## src/rtl/demux32_stream_if.sv

```systemverilog
`default_nettype none
// ============================================================================
// Module      : demux32_stream_if
// Description : Stream bundle for the 1-to-2 word dispatcher. Carries the
//               upstream valid/ready/data/sel stream and the two downstream
//               valid/ready/data channels (A and B).
// Revision    : 1.0 - initial release
// ============================================================================
interface demux32_stream_if;
    logic        in_valid;
    logic        in_ready;
    logic [31:0] in_data;
    logic        in_sel;

    logic        a_valid;
    logic        a_ready;
    logic [31:0] a_data;

    logic        b_valid;
    logic        b_ready;
    logic [31:0] b_data;

    // Environment side: produces the upstream stream, consumes both channels
    modport master (
        output in_valid, in_data, in_sel, a_ready, b_ready,
        input  in_ready, a_valid, a_data, b_valid, b_data
    );

    // Dispatcher side: consumes the upstream stream, produces both channels
    modport slave (
        input  in_valid, in_data, in_sel, a_ready, b_ready,
        output in_ready, a_valid, a_data, b_valid, b_data
    );
endinterface
`default_nettype wire

```

## src/rtl/demux32_stream.sv

```systemverilog
`default_nettype none
// ============================================================================
// Module      : demux32_stream
// Description : 1-to-2 stream dispatcher for 32-bit words. Each accepted word
//               is steered by in_sel into channel A (0) or channel B (1), each
//               channel buffering words in its own DEPTH-entry FIFO. Order is
//               preserved per channel; no same-cycle bypass.
//               Optional macro DEMUX32_STREAM_CNT_EN adds 16-bit wrapping
//               per-channel pop counters on ports cnt_a / cnt_b.
// Revision    : 1.0 - initial release
// ============================================================================
module demux32_stream #(
    parameter int DEPTH = 2,
    parameter int AW    = 1
) (
    input  logic           clk,
    input  logic           rst_n,
    demux32_stream_if.slave bus
`ifdef DEMUX32_STREAM_CNT_EN
    ,
    output logic [15:0]    cnt_a,
    output logic [15:0]    cnt_b
`endif
);

    localparam logic [AW:0]   c_full_count = (AW+1)'(DEPTH);
    localparam logic [AW:0]   c_count_one  = (AW+1)'(1);
    localparam logic [AW-1:0] c_ptr_one    = AW'(1);

    // Per-channel handshake terms, index 0 = channel A, index 1 = channel B
    logic [1:0]       w_push;
    logic [1:0]       w_pop;
    logic [1:0]       w_full;
    logic [1:0]       w_valid;
    logic [1:0]       w_out_ready;
    logic [1:0][31:0] w_head_data;
    logic             w_in_ready;
`ifdef DEMUX32_STREAM_CNT_EN
    logic [1:0][15:0] w_pops;
`endif

    assign w_out_ready = {bus.b_ready, bus.a_ready};

    // Upstream ready looks only at the selected channel's registered fill
    // level, so a pop in the same cycle cannot open the slot early and the
    // downstream readies never reach in_ready combinationally.
    assign w_in_ready   = rst_n & (bus.in_sel ? ~w_full[1] : ~w_full[0]);
    assign bus.in_ready = w_in_ready;

    genvar gi;
    generate
        for (gi = 0; gi < 2; gi++) begin : g_chan
            localparam logic c_sel = 1'(gi);

            logic [AW-1:0] r_head;
            logic [AW-1:0] r_tail;
            logic [AW:0]   r_count;
            logic [31:0]   r_mem [DEPTH];

            assign w_full[gi]  = (r_count == c_full_count);
            assign w_valid[gi] = (r_count != '0);
            assign w_push[gi]  = bus.in_valid & w_in_ready & (bus.in_sel == c_sel);
            // An empty channel ignores its ready, so no underflow is possible
            assign w_pop[gi]   = w_valid[gi] & w_out_ready[gi];

            // Head word comes from storage only; forced to zero while empty so
            // the output is clean from reset onward.
            assign w_head_data[gi] = w_valid[gi] ? r_mem[r_head] : 32'h0;

            // Pointer and fill-level tracking; reset discards buffered words
            always_ff @(posedge clk or negedge rst_n) begin
                if (!rst_n) begin
                    r_head  <= '0;
                    r_tail  <= '0;
                    r_count <= '0;
                end else begin
                    if (w_push[gi]) begin
                        r_tail <= r_tail + c_ptr_one;
                    end
                    if (w_pop[gi]) begin
                        r_head <= r_head + c_ptr_one;
                    end
                    case ({w_push[gi], w_pop[gi]})
                        2'b10:   r_count <= r_count + c_count_one;
                        2'b01:   r_count <= r_count - c_count_one;
                        default: r_count <= r_count;
                    endcase
                end
            end

            // Storage write at the tail; contents are only visible through a
            // valid count, so the array needs no reset.
            always_ff @(posedge clk) begin
                if (w_push[gi]) begin
                    r_mem[r_tail] <= bus.in_data;
                end
            end

`ifdef DEMUX32_STREAM_CNT_EN
            logic [15:0] r_pops;

            // Free-running pop counter, wraps naturally at 16 bits
            always_ff @(posedge clk or negedge rst_n) begin
                if (!rst_n) begin
                    r_pops <= 16'h0000;
                end else if (w_pop[gi]) begin
                    r_pops <= r_pops + 16'h0001;
                end
            end

            assign w_pops[gi] = r_pops;
`endif
        end
    endgenerate

    assign bus.a_valid = w_valid[0];
    assign bus.a_data  = w_head_data[0];
    assign bus.b_valid = w_valid[1];
    assign bus.b_data  = w_head_data[1];

`ifdef DEMUX32_STREAM_CNT_EN
    assign cnt_a = w_pops[0];
    assign cnt_b = w_pops[1];
`endif

endmodule
`default_nettype wire

```

## src/flat_wrapper.sv

```systemverilog
// flat-port wrapper written by rule: the top's interface ports become plain ports
module demux32_stream_flat 
#(
    parameter int DEPTH = 2,
    parameter int AW    = 1
)
  (clk, rst_n, bus_in_valid, bus_in_data, bus_in_sel, bus_a_ready, bus_b_ready, bus_in_ready, bus_a_valid, bus_a_data, bus_b_valid, bus_b_data);
  demux32_stream_if bus_i ();
  input  logic clk;
  input  logic rst_n;
  input wire logic [$bits(bus_i.in_valid)-1:0] bus_in_valid;
  input wire logic [$bits(bus_i.in_data)-1:0] bus_in_data;
  input wire logic [$bits(bus_i.in_sel)-1:0] bus_in_sel;
  input wire logic [$bits(bus_i.a_ready)-1:0] bus_a_ready;
  input wire logic [$bits(bus_i.b_ready)-1:0] bus_b_ready;
  output wire logic [$bits(bus_i.in_ready)-1:0] bus_in_ready;
  output wire logic [$bits(bus_i.a_valid)-1:0] bus_a_valid;
  output wire logic [$bits(bus_i.a_data)-1:0] bus_a_data;
  output wire logic [$bits(bus_i.b_valid)-1:0] bus_b_valid;
  output wire logic [$bits(bus_i.b_data)-1:0] bus_b_data;
  assign bus_i.in_valid = bus_in_valid;
  assign bus_i.in_data = bus_in_data;
  assign bus_i.in_sel = bus_in_sel;
  assign bus_i.a_ready = bus_a_ready;
  assign bus_i.b_ready = bus_b_ready;
  assign bus_in_ready = bus_i.in_ready;
  assign bus_a_valid = bus_i.a_valid;
  assign bus_a_data = bus_i.a_data;
  assign bus_b_valid = bus_i.b_valid;
  assign bus_b_data = bus_i.b_data;
  demux32_stream #(.DEPTH(DEPTH), .AW(AW)) u_core (.clk(clk), .rst_n(rst_n), .bus(bus_i));
endmodule
```

## config.mk

```make
export PLATFORM = sky130hd
export DESIGN_NAME = demux32_stream_flat
export DESIGN_NICKNAME = d
export VERILOG_FILES = /design/src/rtl/demux32_stream_if.sv /design/src/rtl/demux32_stream.sv /design/src/flat_wrapper.sv
export SDC_FILE = /design/constraint.sdc
export NUM_CORES = 1
export LEC_CHECK = 0
export ABC_AREA = 1
export CAP_MARGIN = 15
export CORE_MARGIN = 1.5
export CORE_UTILIZATION = 55
export CTS_BUF_LIST = sky130_fd_sc_hd__clkbuf_16
export CTS_CLUSTER_SIZE = 16
export DETAILED_ROUTE_END_ITERATION = 10
export DONT_BUFFER_PORTS = 1
export PLACE_DENSITY = 0.7
export SYNTH_ARGS = -nofsm -noshare
export SYNTH_HDL_FRONTEND = slang
export SYNTH_SLANG_ARGS = --single-unit
```

## constraint.sdc

```tcl
create_clock -name clk -period 8 [get_ports clk]
set_clock_uncertainty 0.2 [all_clocks]
set_input_delay 2.4 -clock clk [delete_from_list [all_inputs] [get_ports clk]]
set_output_delay 2.4 -clock clk [all_outputs]
set_load 0.005 [all_outputs]
```

# After elaboration in Yosys (flattened, before gate mapping)
# Memory sizes are Yosys's and may differ from the RTL's.
# Index checks and enable logic that the tools add are counted.
# totals
reg_bits,8
latch_bits,0
mem_bits_rw,128
romBits,0
input_bits,38
output_inout_bits,67
word_cells,44
mem_count,2
# mem_list
memory,words,word_bits,read_ports,rd_ports_with_merged_regs,wr,line,text
u_core.g_chan[0].r_mem,2,32,1,0,1,demux32_stream.sv:58,logic [31:0] r_mem [DEPTH];
u_core.g_chan[1].r_mem,2,32,1,0,1,demux32_stream.sv:58,
# op_classes
add_sub_neg,8
mul,0
div_mod_pow,0
n_lt_le_gt_ge,0
eq_ne,6
shifts,0
n_mux,9
bitwise_logic,9
n_reduce_logical,4
# ops
cell,n
$mux 32,2
$eq 2x2->1 const B,4
$pmux 2 s2,2
$reduce_bool 2->1,4
$and 1x1->1,6
$mux 1,5
$add 1x1->1 const B,4
$add 2x1->2 const B,2
$eq 2x1->1 const B,2
$sub 2x1->2 const B,2
$not 1->1,3

# Depth between registers and ports, before layout
# logic_depth
word_depth,8
depth_mapped,8
ltp_nobuf,8

# Worst setup path after synthesis
# Ideal clock, no wire load.
# synth_timing
path_type,input-to-output
start,input port bus_in_sel
end,output port bus_in_ready
t_arrival_ns,2.621
t_required_ns,5.400
slack_ns,2.779
stages,3
n_path_buf,0
path_cell_list,nand3_1 -> nand2_1 -> nor2_4
# synth_between
elab_chain_len,2
# synth_lines
element,line,text
from (decl),flat_wrapper.sv:13,input wire logic [$bits(bus_i.in_sel)-1:0] bus_in_sel;
$mux 1,demux32_stream.sv:47,assign w_in_ready = rst_n & (bus.in_sel ? ~w_full[1] : ~w_full[0]);
$and 1x1->1,demux32_stream.sv:47,
to (decl),flat_wrapper.sv:16,output wire logic [$bits(bus_i.in_ready)-1:0] bus_in_ready;
# No other way between the ends.

# Worst setup path after layout
# Same ends and word-level chain as after synthesis.

==> flow_summary.ini <==
[detailed_routing]
wire_per_inst_um = 19.5
ant_nets = 0
first_pass_iters = 4
drc = 0
routed_wl_mm = 10.5
drt_iter0_drc = 96
routed_via_density = 5.39
vias = 2920

[timing]
setup_viol = 0
rsz0062_at_grt = no
period_share = 0.656
tightestPinTransition_ns = 1.11
slew_headroom = 0.256
fin_tns_setup_ns = 0
hold_slack_ns = 0.276
fin_crit_ns = 5.25
finalHoldViolCount = 0
slew_viol_final = 0
fmax_mhz = 190

[synth]
seq_area_frac_synth = 0.775
synth_area_leader_cell = edfxtp_1
postSynthAreaPerCell_um2 = 13.2
synthesis.nets = 436
synth_top_area_frac = 0.736
ys_ff_latch = 136
synthCells = 396
syn-cell-area_um2 = 5220
ys_types = 16
synth_area_leaders = edfxtp_1 (74%), nand2_1 (9.6%), a21oi_1 (6.3%)
yosysWarnings = 0
synth_edf_count = 128
synth_flop_cell = edfxtp_1
async_flop_share = 0.0588

[min_path]
worstHoldPathType = reg2reg
hp-start = u_core.g_chan[1].r_tail

[global_route]
grtUsageMet1 = 0.257
grt_pass1_vias = 2955
grt_max_degree = 35
grt_util_all_layers = 0.222
grt_pass1_wl_mm = 16.0
grt-ovfl-total = 0
busiest_layer = met2
met3_usage = 0.0801
met2_usage = 0.385
antenna_found_initial = 0

[critical_path]
required_ns = 5.40
end_kind = primary output
crit_path_start = bus_in_sel
cp_max_fo = 6
critPathTopFamily = simple AND/OR/NAND/NOR gates
reg2reg_from = u_core.g_chan[1].r_count[0]
cp_slowest_cell = nor2_1
crit_path_start_kind = input pin
cp_data_arrival_time_ns = 2.65
cp_num_buf_inv = 0
cpPeakStageDelay_ns = 0.18
worstSetupPathType = in2out
critical_path.cell_chain = nor2_1, nor2_4

[clock_network]
cts_resized = 0
cts_sinks = 136
postCtsSetupBuffers = 0
clock_path_buffers = 2
cts_made_buffers = 17
ctsHtreeMaxLevel = 4
cts-root-buf = clkbuf_16
clkTransAtPathRegs_ns = 0.06
cts_tree = yes
cts-hold-fix-buffers = 0
clock_latency_ns = 0.40

[floorplan]
rows = 35
io_pins = 105
die_h_um = 100
die_width_um = 100
core_um2 = 9240
start_util = 0.565
dieArea_um2 = 10100

[placement]
gp_congestion = 0.775
hpwl_mm = 5.78
postPlaceCellArea_um2 = 5330
io_buffers = 0

[layout]
antennaDiodeCount = 0
area_growth_pct = 13.2
final_layout_size_suffix_gt1_frac = 0.0993
nNetsFinal = 440
final_area_um2 = 5910

[power_and_ir_drop]
leakagePower_nw = 2.09
vdd_drop_max_uv = 233
powerDensity_nw_per_um2 = 362

[run]
maxCapViolations = 0

[status]
run_status = complete, no violations
## routing by layer
| metal | vias to the layer above | wire length [um] | part of all wire |
|---|---|---|---|
| li1 | 1394 | - | - |
| met5 | - | 0 | 0 |
| met4 | 0 | 77 | 0.0073 |
| met2 | 94 | 5430 | 0.51 |
| met1 | 1426 | 4320 | 0.41 |
| met3 | 6 | 725 | 0.069 |
## layout make-up
type                            instances  area (um2)
Clock inverter                         15         126
Fill cell                             687        3330
Tap cell                              129         161
Clock buffer                           17         425
Sequential cell                       136        4040
Inverter                               14        52.6
Multi-Input combinational cell        226        1040
Timing Repair Buffer                    5        57.6
## cells in the final DEF (no fill, tap or decap), types with 4 or more instances in the layout
cell	synthesis	final
a21oi_1	66	66
buf_4	6	4
clkbuf_16	0	17
clkinvlp_4	0	4
dfrtp_1	8	8
edfxtp_1	128	128
inv_1	14	15
inv_6	0	4
nand2_1	133	133
nor2_1	8	5
nor2_4	1	6
xor2_1	4	4
## worst paths after layout
kind	slack (ns)	endpoint	cells past startpoint
worst min-delay path	0.28	u_core.g_chan[1].r_tail	2
min in group asynchronous	1.49	u_core.g_chan[1].r_count[1]	0
worst max register to register	5.53	u_core.g_chan[1].r_count[1]	6
worst min register to register	0.28	u_core.g_chan[1].r_tail	2
worst max-delay path	2.75	bus_in_ready	2
max in group asynchronous	6.04	u_core.g_chan[0].r_tail	0
## Yosys cell counts, types with 3 or more instances
library cell / n
a21oi_1: 66
buf_2: 14
buf_4: 6
dfrtp_1: 8
edfxtp_1: 128
inv_1: 14
nand2_1: 133
nand4_1: 3
nor2_1: 8
xnor2_1: 3
xor2_1: 4
## flip-flops by register name, summed over array words and instances, names as in the netlist
name / count
u_core.g_chan.r_head: 2
u_core.g_chan.r_count: 4
u_core.g_chan.r_tail: 2
u_core.g_chan.r_mem: 128
## logic make-up (layout without fill, tap and decap cells)
logic type / Yosys count / count (layout) / share of synthesized area
buffers and inverters: 34 / 51 / 0.0321
adders and majority gates: 2 / 2 / 0.00479
AOI/OAI and AO/OA: 68 / 68 / 0.0652
and+or+nand+nor: 149 / 149 / 0.111
xor gates and xnor gates: 7 / 7 / 0.0117
DFF: 136 / 136 / 0.775
## worst register-to-register path, cell delays in order, from the launching register on
cell and delay [ns]:
dfrtp_1 0.46, nor2_4 0.75, nor2_1 0.18, ha_1 0.37, a21oi_1 0.11, o21ai_0 0.11
xor2_1 0.16
## metrics by stage
| stage | util | std cells | total power, mW | worst slack (ns) |
|---|---|---|---|---|
| after detailed placement | 0.577 | 509 | 1.43 | 2.74 |
| after floorplan | - | 396 | 1.29 | 2.78 |
| final | 0.639 | 542 | 2.14 | 2.75 |
| after global placement | 0.577 | 509 | 1.42 | 2.77 |
| after global routing | 0.639 | 542 | 2.25 | 2.71 |
| after CTS | 0.636 | 541 | 2.14 | 2.74 |
## power by group
part	switching [mW]	total (mW)	leakage [nW]	internal, mW
sequential	0.0337	0.883	1.25	0.849
combinational	0.399	0.542	0.572	0.143
clock	0.287	0.714	0.265	0.427
total	0.720	2.14	2.09	1.42
(Power assumes the default switching activity.)
